[src/rtl/i2c_pkg.sv]
`default_nettype none
// ============================================================================
// Module   : i2c_pkg
// Brief    : Shared constants and sizing helper for the I2C front end and cores.
// Revision : 1.0
// ============================================================================
package i2c_pkg;

    localparam logic c_BUS_IDLE   = 1'b1;
    localparam int   c_STAGES_DEF = 3;
    localparam int   c_FILT_DEF   = 4;

    // Bits needed to hold values 0 .. value-1.
    function automatic int clog2(input int value);
        int r;
        r = 0;
        for (int v = value - 1; v > 0; v = v >> 1) begin
            r++;
        end
        return r;
    endfunction

endpackage
`default_nettype wire

[src/rtl/i2c_glitch_filt.sv]
`default_nettype none
// ============================================================================
// Module   : i2c_glitch_filt
// Brief    : One I2C line: synchroniser chain, spike filter and delayed copy.
// Revision : 1.0
// ============================================================================
module i2c_glitch_filt
    import i2c_pkg::*;
#(
    parameter int STAGES_G = c_STAGES_DEF,
    parameter int FILT_G   = c_FILT_DEF
) (
    input  logic clk,
    input  logic rst,
    input  logic d_i,
    output logic f_o,
    output logic fd_o
);

    localparam int              c_CW      = (clog2(FILT_G) > 0) ? clog2(FILT_G) : 1;
    localparam logic [c_CW-1:0] c_CNT_MAX = c_CW'(FILT_G - 1);

    (* ASYNC_REG = "TRUE" *) logic [STAGES_G-1:0] r_sync;
    logic            r_f;
    logic            r_fd;
    logic [c_CW-1:0] r_cnt;
    logic            w_sync;

    assign w_sync = r_sync[STAGES_G-1];

    // A new level is accepted only after FILT_G consecutive disagreeing samples.
    always_ff @(posedge clk) begin
        if (rst) begin
            r_sync <= {STAGES_G{c_BUS_IDLE}};
            r_f    <= c_BUS_IDLE;
            r_fd   <= c_BUS_IDLE;
            r_cnt  <= '0;
        end else begin
            r_sync <= {r_sync[STAGES_G-2:0], d_i};
            r_fd   <= r_f;
            if (w_sync == r_f) begin
                r_cnt <= '0;
            end else if (r_cnt == c_CNT_MAX) begin
                r_f   <= w_sync;
                r_cnt <= '0;
            end else begin
                r_cnt <= r_cnt + 1'b1;
            end
        end
    end

    assign f_o  = r_f;
    assign fd_o = r_fd;

endmodule
`default_nettype wire

[src/rtl/i2c_sync_filt.sv]
`default_nettype none
// ============================================================================
// Module   : i2c_sync_filt
// Brief    : SCL/SDA input conditioning with edge, START/STOP and busy detection.
// Revision : 1.0
// ============================================================================
module i2c_sync_filt
    import i2c_pkg::*;
#(
    parameter int STAGES_G   = c_STAGES_DEF,
    parameter int FILT_G     = c_FILT_DEF,
    parameter int BUS_FREE_G = 0
) (
    input  logic clk,
    input  logic rst,
    input  logic scl_i,
    input  logic sda_i,
    output logic scl_o,
    output logic sda_o,
    output logic scl_rise_o,
    output logic scl_fall_o,
    output logic start_o,
    output logic stop_o,
    output logic busy_o
);

    logic w_scl_f;
    logic w_scl_fd;
    logic w_sda_f;
    logic w_sda_fd;
    logic w_scl_hold;
    logic w_timeout;
    logic r_busy;

    i2c_glitch_filt #(
        .STAGES_G (STAGES_G),
        .FILT_G   (FILT_G)
    ) u_scl_filt (
        .clk  (clk),
        .rst  (rst),
        .d_i  (scl_i),
        .f_o  (w_scl_f),
        .fd_o (w_scl_fd)
    );

    i2c_glitch_filt #(
        .STAGES_G (STAGES_G),
        .FILT_G   (FILT_G)
    ) u_sda_filt (
        .clk  (clk),
        .rst  (rst),
        .d_i  (sda_i),
        .f_o  (w_sda_f),
        .fd_o (w_sda_fd)
    );

    assign scl_o      = w_scl_f;
    assign sda_o      = w_sda_f;
    assign scl_rise_o = w_scl_f & ~w_scl_fd;
    assign scl_fall_o = ~w_scl_f & w_scl_fd;

    // SCL must be high in both this and the previous cycle, so an SDA edge that
    // coincides with an SCL edge is never taken as START/STOP.
    assign w_scl_hold = w_scl_f & w_scl_fd;
    assign start_o    = w_scl_hold & w_sda_fd & ~w_sda_f;
    assign stop_o     = w_scl_hold & ~w_sda_fd & w_sda_f;

    generate
        if (BUS_FREE_G > 0) begin : g_free_timer
            localparam int              c_FW       = (clog2(BUS_FREE_G) > 0) ? clog2(BUS_FREE_G) : 1;
            localparam logic [c_FW-1:0] c_FREE_MAX = c_FW'(BUS_FREE_G - 1);

            logic            w_lines_idle;
            logic [c_FW-1:0] r_free;

            assign w_lines_idle = w_scl_f & w_sda_f;

            always_ff @(posedge clk) begin
                if (rst || !w_lines_idle) begin
                    r_free <= '0;
                end else if (r_free != c_FREE_MAX) begin
                    r_free <= r_free + 1'b1;
                end
            end

            assign w_timeout = (r_free == c_FREE_MAX);
        end else begin : g_no_timer
            assign w_timeout = 1'b0;
        end
    endgenerate

    // START wins over a coincident timeout so a repeated START keeps the bus.
    always_ff @(posedge clk) begin
        if (rst) begin
            r_busy <= 1'b0;
        end else if (start_o) begin
            r_busy <= 1'b1;
        end else if (stop_o || w_timeout) begin
            r_busy <= 1'b0;
        end
    end

    assign busy_o = r_busy;

endmodule
`default_nettype wire

[config.mk]
export PLATFORM = sky130hd
export DESIGN_NAME = i2c_sync_filt
export DESIGN_NICKNAME = d
export VERILOG_FILES = /design/src/rtl/i2c_pkg.sv /design/src/rtl/i2c_glitch_filt.sv /design/src/rtl/i2c_sync_filt.sv
export SDC_FILE = /design/constraint.sdc
export NUM_CORES = 1
export LEC_CHECK = 0
export BUFFER_PORTS_ARGS = -buffer_cell sky130_fd_sc_hd__clkbuf_2
export CAP_MARGIN = 20
export CORE_AREA = 8 8 45 47
export DETAILED_ROUTE_END_ITERATION = 10
export DIE_AREA = 0 0 53 55
export GPL_ROUTABILITY_DRIVEN = 0
export GPL_TIMING_DRIVEN = 0
export HOLD_SLACK_MARGIN = 0.08
export SYNTH_ARGS = -nofsm -noshare
export SYNTH_HDL_FRONTEND = slang
export SYNTH_HIERARCHICAL = 1
export SYNTH_SLANG_ARGS = --single-unit
[constraint.sdc]
create_clock -name clk -period 1.3 [get_ports clk]
set_input_delay 0 -clock clk [delete_from_list [all_inputs] [get_ports clk]]
set_output_delay 0 -clock clk [all_outputs]
set_load 0.1 [all_outputs]
# [After elaboration in Yosys (flattened, before gate mapping)]
# Cells that the tools add are included.
[word_totals] reg_bits=15 input_bits=4 out_inout_bits=7 word_cells=35
[op_classes] add_sub_neg=2 eq_ne=4 n_mux=2 bitwise=13 reduce_logical=5
[ops] operator="1-bit bitwise AND" n=7
[ops] operator="1-bit NOT" n=6
[ops] operator="3-bit OR reduction" n=2
[ops] operator="2-bit by 1-bit adder with 2-bit output (second input constant)" n=2
[ops] operator="2-bit == test (second input constant)" n=2
[ops] operator="2-bit AND reduction" n=2
[ops] operator="1-bit == test" n=2
[ops] operator="1-bit two-way mux" n=2
[ops] operator="2-bit nonzero test" n=1

# [Depth between registers and ports, before layout]
[depth] word_depth=5 depth_mapped=3 mapped_depth_nobuf=3

# [Cells and area by module]
# The synthesis kept the hierarchy.
[modules_own_cells] mod="i2c_glitch_filt" n_inst=2 cells_each=17 area_each_um2=222.7 seq_area_each_um2=140.1
[modules_own_cells] mod="i2c_sync_filt" n_inst=1 cells_each=11 area_each_um2=92.6 seq_area_each_um2=20.0

# [Worst setup path before layout]
# OpenSTA, ideal clock, no wires.
[synth_path] kind="register -> output" start="register u_scl_filt.r_f (netlist: u_scl_filt/f_o)" end="output port scl_rise_o" t_arrival_ns=2.483 required_time_ns=1.300 setup_slack_ns=-1.183 path_stages_with_launch=2 path_buffers=0 cell_sequence="dfxtp_1 > nor2b_1"
[synth_via] elab_chain_len=1
[synth_lines] element="start, declared" line_no="i2c_glitch_filt.sv:24" source="logic r_f;"
[synth_lines] element="start signal, assigned" line_no="i2c_glitch_filt.sv:35" source="r_f <= c_BUS_IDLE;"
[synth_lines] element="start signal, assigned" line_no="i2c_glitch_filt.sv:44" source="r_f <= w_sync;"
[synth_lines] element="1-bit bitwise AND" line_no="i2c_sync_filt.sv:59" source="assign scl_rise_o = w_scl_f & ~w_scl_fd;"
[synth_lines] element="end, declared" line_no="i2c_sync_filt.sv:20" source="output logic scl_rise_o,"
# No other way between the ends.

# [Worst setup path in the final report]
[layout_path] start="register u_scl_filt.r_fd (netlist: u_scl_filt/fd_o)" end="output port stop_o"
[layout_via] elab_chain_len=3
[layout_lines] element="start, declared" line_no="i2c_glitch_filt.sv:25" source="logic r_fd;"
[layout_lines] element="start signal, assigned" line_no="i2c_glitch_filt.sv:36" source="r_fd <= c_BUS_IDLE;"
[layout_lines] element="start signal, assigned" line_no="i2c_glitch_filt.sv:40" source="r_fd <= r_f;"
[layout_lines] element="1-bit bitwise AND" line_no="i2c_sync_filt.sv:64" source="assign w_scl_hold = w_scl_f & w_scl_fd;"
[layout_lines] element="1-bit bitwise AND (2 in series)" line_no="i2c_sync_filt.sv:66" source="assign stop_o = w_scl_hold & ~w_sda_fd & w_sda_f;"
[layout_lines] element="end, declared" line_no="i2c_sync_filt.sv:23" source="output logic stop_o,"
# No other way between the ends.

==> flow_metrics.env <==
export IMPL_outcome="finished clean"
export IMPL_placement_io_buffers=10
export IMPL_worst_path_dominant_cell_family="flip-flops"
export IMPL_synth_largest_type_area_fraction_pct=55.8
export IMPL_synthCells=45
export IMPL_async_flop_share_pct=0
export IMPL_report_final_slew_viol_count=0
export IMPL_static_leakage_power_nw=0.295
export IMPL_synth_edf_count=0
export IMPL_maxSlewHeadroom_pct=64.2
export IMPL_timing_fmax_ghz=0.817
export IMPL_fp_coreArea_sq_um=1380
export IMPL_vias=367
export IMPL_worst_slew_pin_transition_ns=0.540
export IMPL_h_tree_depth=1
export IMPL_grt_pass1_wl_um=1420
export IMPL_multi_input_comb_area_sq_um=249
export IMPL_post_drt_wl_per_cell_um=10.2
export IMPL_worstPathArrival_ns=1.22
export IMPL_timing_hold_violations_final=0
export IMPL_starting_density_pct=38.9
export IMPL_synth_area_leader_cell="dfxtp_1"
export IMPL_number_of_standard_cells_in_the_layout_taps_in_and_fillers_out=77
export IMPL_number_of_cts_inserted_buffers=3
export IMPL_cts_tree="yes"
export IMPL_area_growth_pct=28.6
export IMPL_crit_required_ns=1.30
export IMPL_cts_buffer_depth=2
export IMPL_seq_area_frac_synth_pct=55.8
export IMPL_endpoint_kind="primary output"
export IMPL_drt_initial_drc_count=0
export IMPL_fin_worst_hold_slack_ns=0.105
export IMPL_yosys_top_cells_count="15 x dfxtp_1, 8 x or2_2, 3 x nor2b_1"
export IMPL_synth_top_cells_by_area="dfxtp_1 56%, or2_2 9.3%, nor4b_2 5.6%"
export IMPL_groute_usage_overall_pct=6.49
export IMPL_synthFlopType="dfxtp_1"
export IMPL_final_design_area_no_fill_sq_um=692
export IMPL_timing_critical_path_slowest_stage_cell="dfxtp_1"
export IMPL_crit_path_max_fanout=5
export IMPL_slowest_delay_ns=0.43
export IMPL_fin_total_pwr_mw=0.742
export IMPL_ir_worst_vdd_mv=0.601
export IMPL_io_pin_count=11
export IMPL_ctsRootBufferMaster="clkbuf_4"
export IMPL_post_synth_num_cell_types=16
export IMPL_post_place_cells=71
export IMPL_period_needed_ns=1.22
export IMPL_yosys_warnings=6
export IMPL_gr_total_overflow=0
export IMPL_antenna_cells_inserted=0
export IMPL_cap_violations=0
export IMPL_detail_route_antenna_nets=0
export IMPL_fp_dieW_um=53
export IMPL_detailedRoute_firstPassIterationCount=1
export IMPL_fraction_of_final_layout_cells_sized_beyond_drive_strength_1_pct=47.5
export IMPL_hold_class="in2reg"
export IMPL_remaining_drc_errors=0
export IMPL_post_placement_cell_area_sq_um=632
export IMPL_layout_area_seq_sq_um=309
export IMPL_worst_skew_pair_late_latency_ns=0.27
export IMPL_synth_fp_nets=51
export IMPL_setup_repair_after_global_routing_missed_its_margin="no"
export IMPL_timing_setup_critical_path_class="reg2out"
export IMPL_clock_sinks=15
export IMPL_worst_path_buf_inv=1
export IMPL_floorplan_die_height_um=55
export IMPL_grt_max_degree=16
export IMPL_clk_pin_slew_worst_paths_ns=0.08
export IMPL_yosys_register_bits=15
export IMPL_rows=14
export IMPL_timing_clock_skew_ns=0.00177
export IMPL_fill_cells=137
export IMPL_mean_number_of_vias_per_cell=4.77
export IMPL_grt_antenna_before_repair=0
export IMPL_start_kind="register"
export IMPL_power_per_cell_area_nw_per_um2=1070
export IMPL_die_area_sq_um=2920
export IMPL_fin_nets=68
export IMPL_final_period_utilization_pct=94.2
export IMPL_path_cells="nand3_1, nor2_4, buf_4"
export IMPL_synth_area_sq_um=538
export IMPL_yosysMostFrequentCell="dfxtp_1"
export IMPL_fin_setup_tns_ns=0
export IMPL_wl_um=784
export IMPL_syn_area_per_cell_sq_um=12.0
export IMPL_final_setup_fails=0
export IMPL_grt_pass1_vias=369
stage by stage:
stage	util [%]	setup slack, ns
floorplan	-	-0.112
detailed placement	45.7	0.178
global route	50.0	0.0209
CTS	50.0	0.0100
finish	50.0	0.0756
global placement	45.7	0.179
power by group:
| group | switching [mW] | leakage, nW | internal [mW] | total (mW) |
|---|---|---|---|---|
| logic | 0.0108 | 0.158 | 0.0140 | 0.0248 |
| clock network | 0.133 | 0.0150 | 0.119 | 0.252 |
| registers | 0.00263 | 0.123 | 0.463 | 0.466 |
timing repair:
action | CTS | global route
gates resized for setup | 4 | 2
setup endpoints to repair | 3 | 2
hold buffers | 2 | 0
endpoints found under the hold margin | 2 | 0
buffers inserted | 0 | 0
path summary, 6_finish.rpt:
check        slack (ns)                    to  depth (start not counted)            startpoint
max                0.08                stop_o                          3       u_scl_filt/fd_o
min                0.11   u_sda_filt/r_cnt[0]                          2                   rst
max reg2reg        0.23                busy_o                          2        u_sda_filt/f_o
min reg2reg        0.42  u_scl_filt/r_sync[2]                          1  u_scl_filt/r_sync[1]
cell families (layout without fill, tap and decap cells):
| kind of cell | Yosys count | count (layout) | synth area share [%] |
|---|---|---|---|
| fa+ha+maj | 2 | 2 | 4.65 |
| simple gates | 21 | 21 | 28.8 |
| buf+inv | 1 | 17 | 0.697 |
| compound gates | 4 | 4 | 6.75 |
| xor+xnor | 2 | 2 | 3.26 |
| flops | 15 | 15 | 55.8 |
area by class of cell:
type	instances	area share (%)
Tap cell	16	2.89
Clock buffer	4	3.80
Inverter	1	0.542
Sequential cell	15	44.7
Timing Repair Buffer	12	12.1
Multi-Input combinational cell	29	36.0
sequential cells by signal, summed over array words and instances, names as in the netlist:
| name | flops |
|---|---|
| u_scl_filt/r_sync | 3 |
| u_sda_filt/r_sync | 3 |
| u_scl_filt/r_cnt | 2 |
| u_sda_filt/r_cnt | 2 |
| busy_o | 1 |
| u_scl_filt/f_o | 1 |
| u_scl_filt/fd_o | 1 |
| u_sda_filt/f_o | 1 |
| u_sda_filt/fd_o | 1 |
layout by cell type (no fill, tap or decap):
cell           Yosys  final
a211o_1            2      2
a21boi_0           1      1
and2_1             1      1
and2b_1            2      2
and4b_4            1      1
buf_2              0      1
buf_4              0      1
clkbuf_1           0      1
clkbuf_2           0      6
clkbuf_4           0      4
clkbuf_8           0      1
dfxtp_1           15     12
dfxtp_2            0      1
dfxtp_4            0      2
dlygate4sd3_1      0      2
ha_1               2      2
inv_1              1      1
nand3_1            1      1
nor2_4             0      1
nor2b_1            3      2
nor2b_4            0      1
nor4_1             2      2
nor4b_2            2      2
o41a_1             1      1
or2_2              8      8
xnor2_1            2      2
routing by layer:
metal  vias up  GRT usage [%]  wire length [um]
li1        188              -                 -
met1       169           7.57               369
met2        10           9.96               338
met3         0           1.60                75
met4         0           5.17                 0
met5         -              0                 0
(Power assumes the default switching activity.)
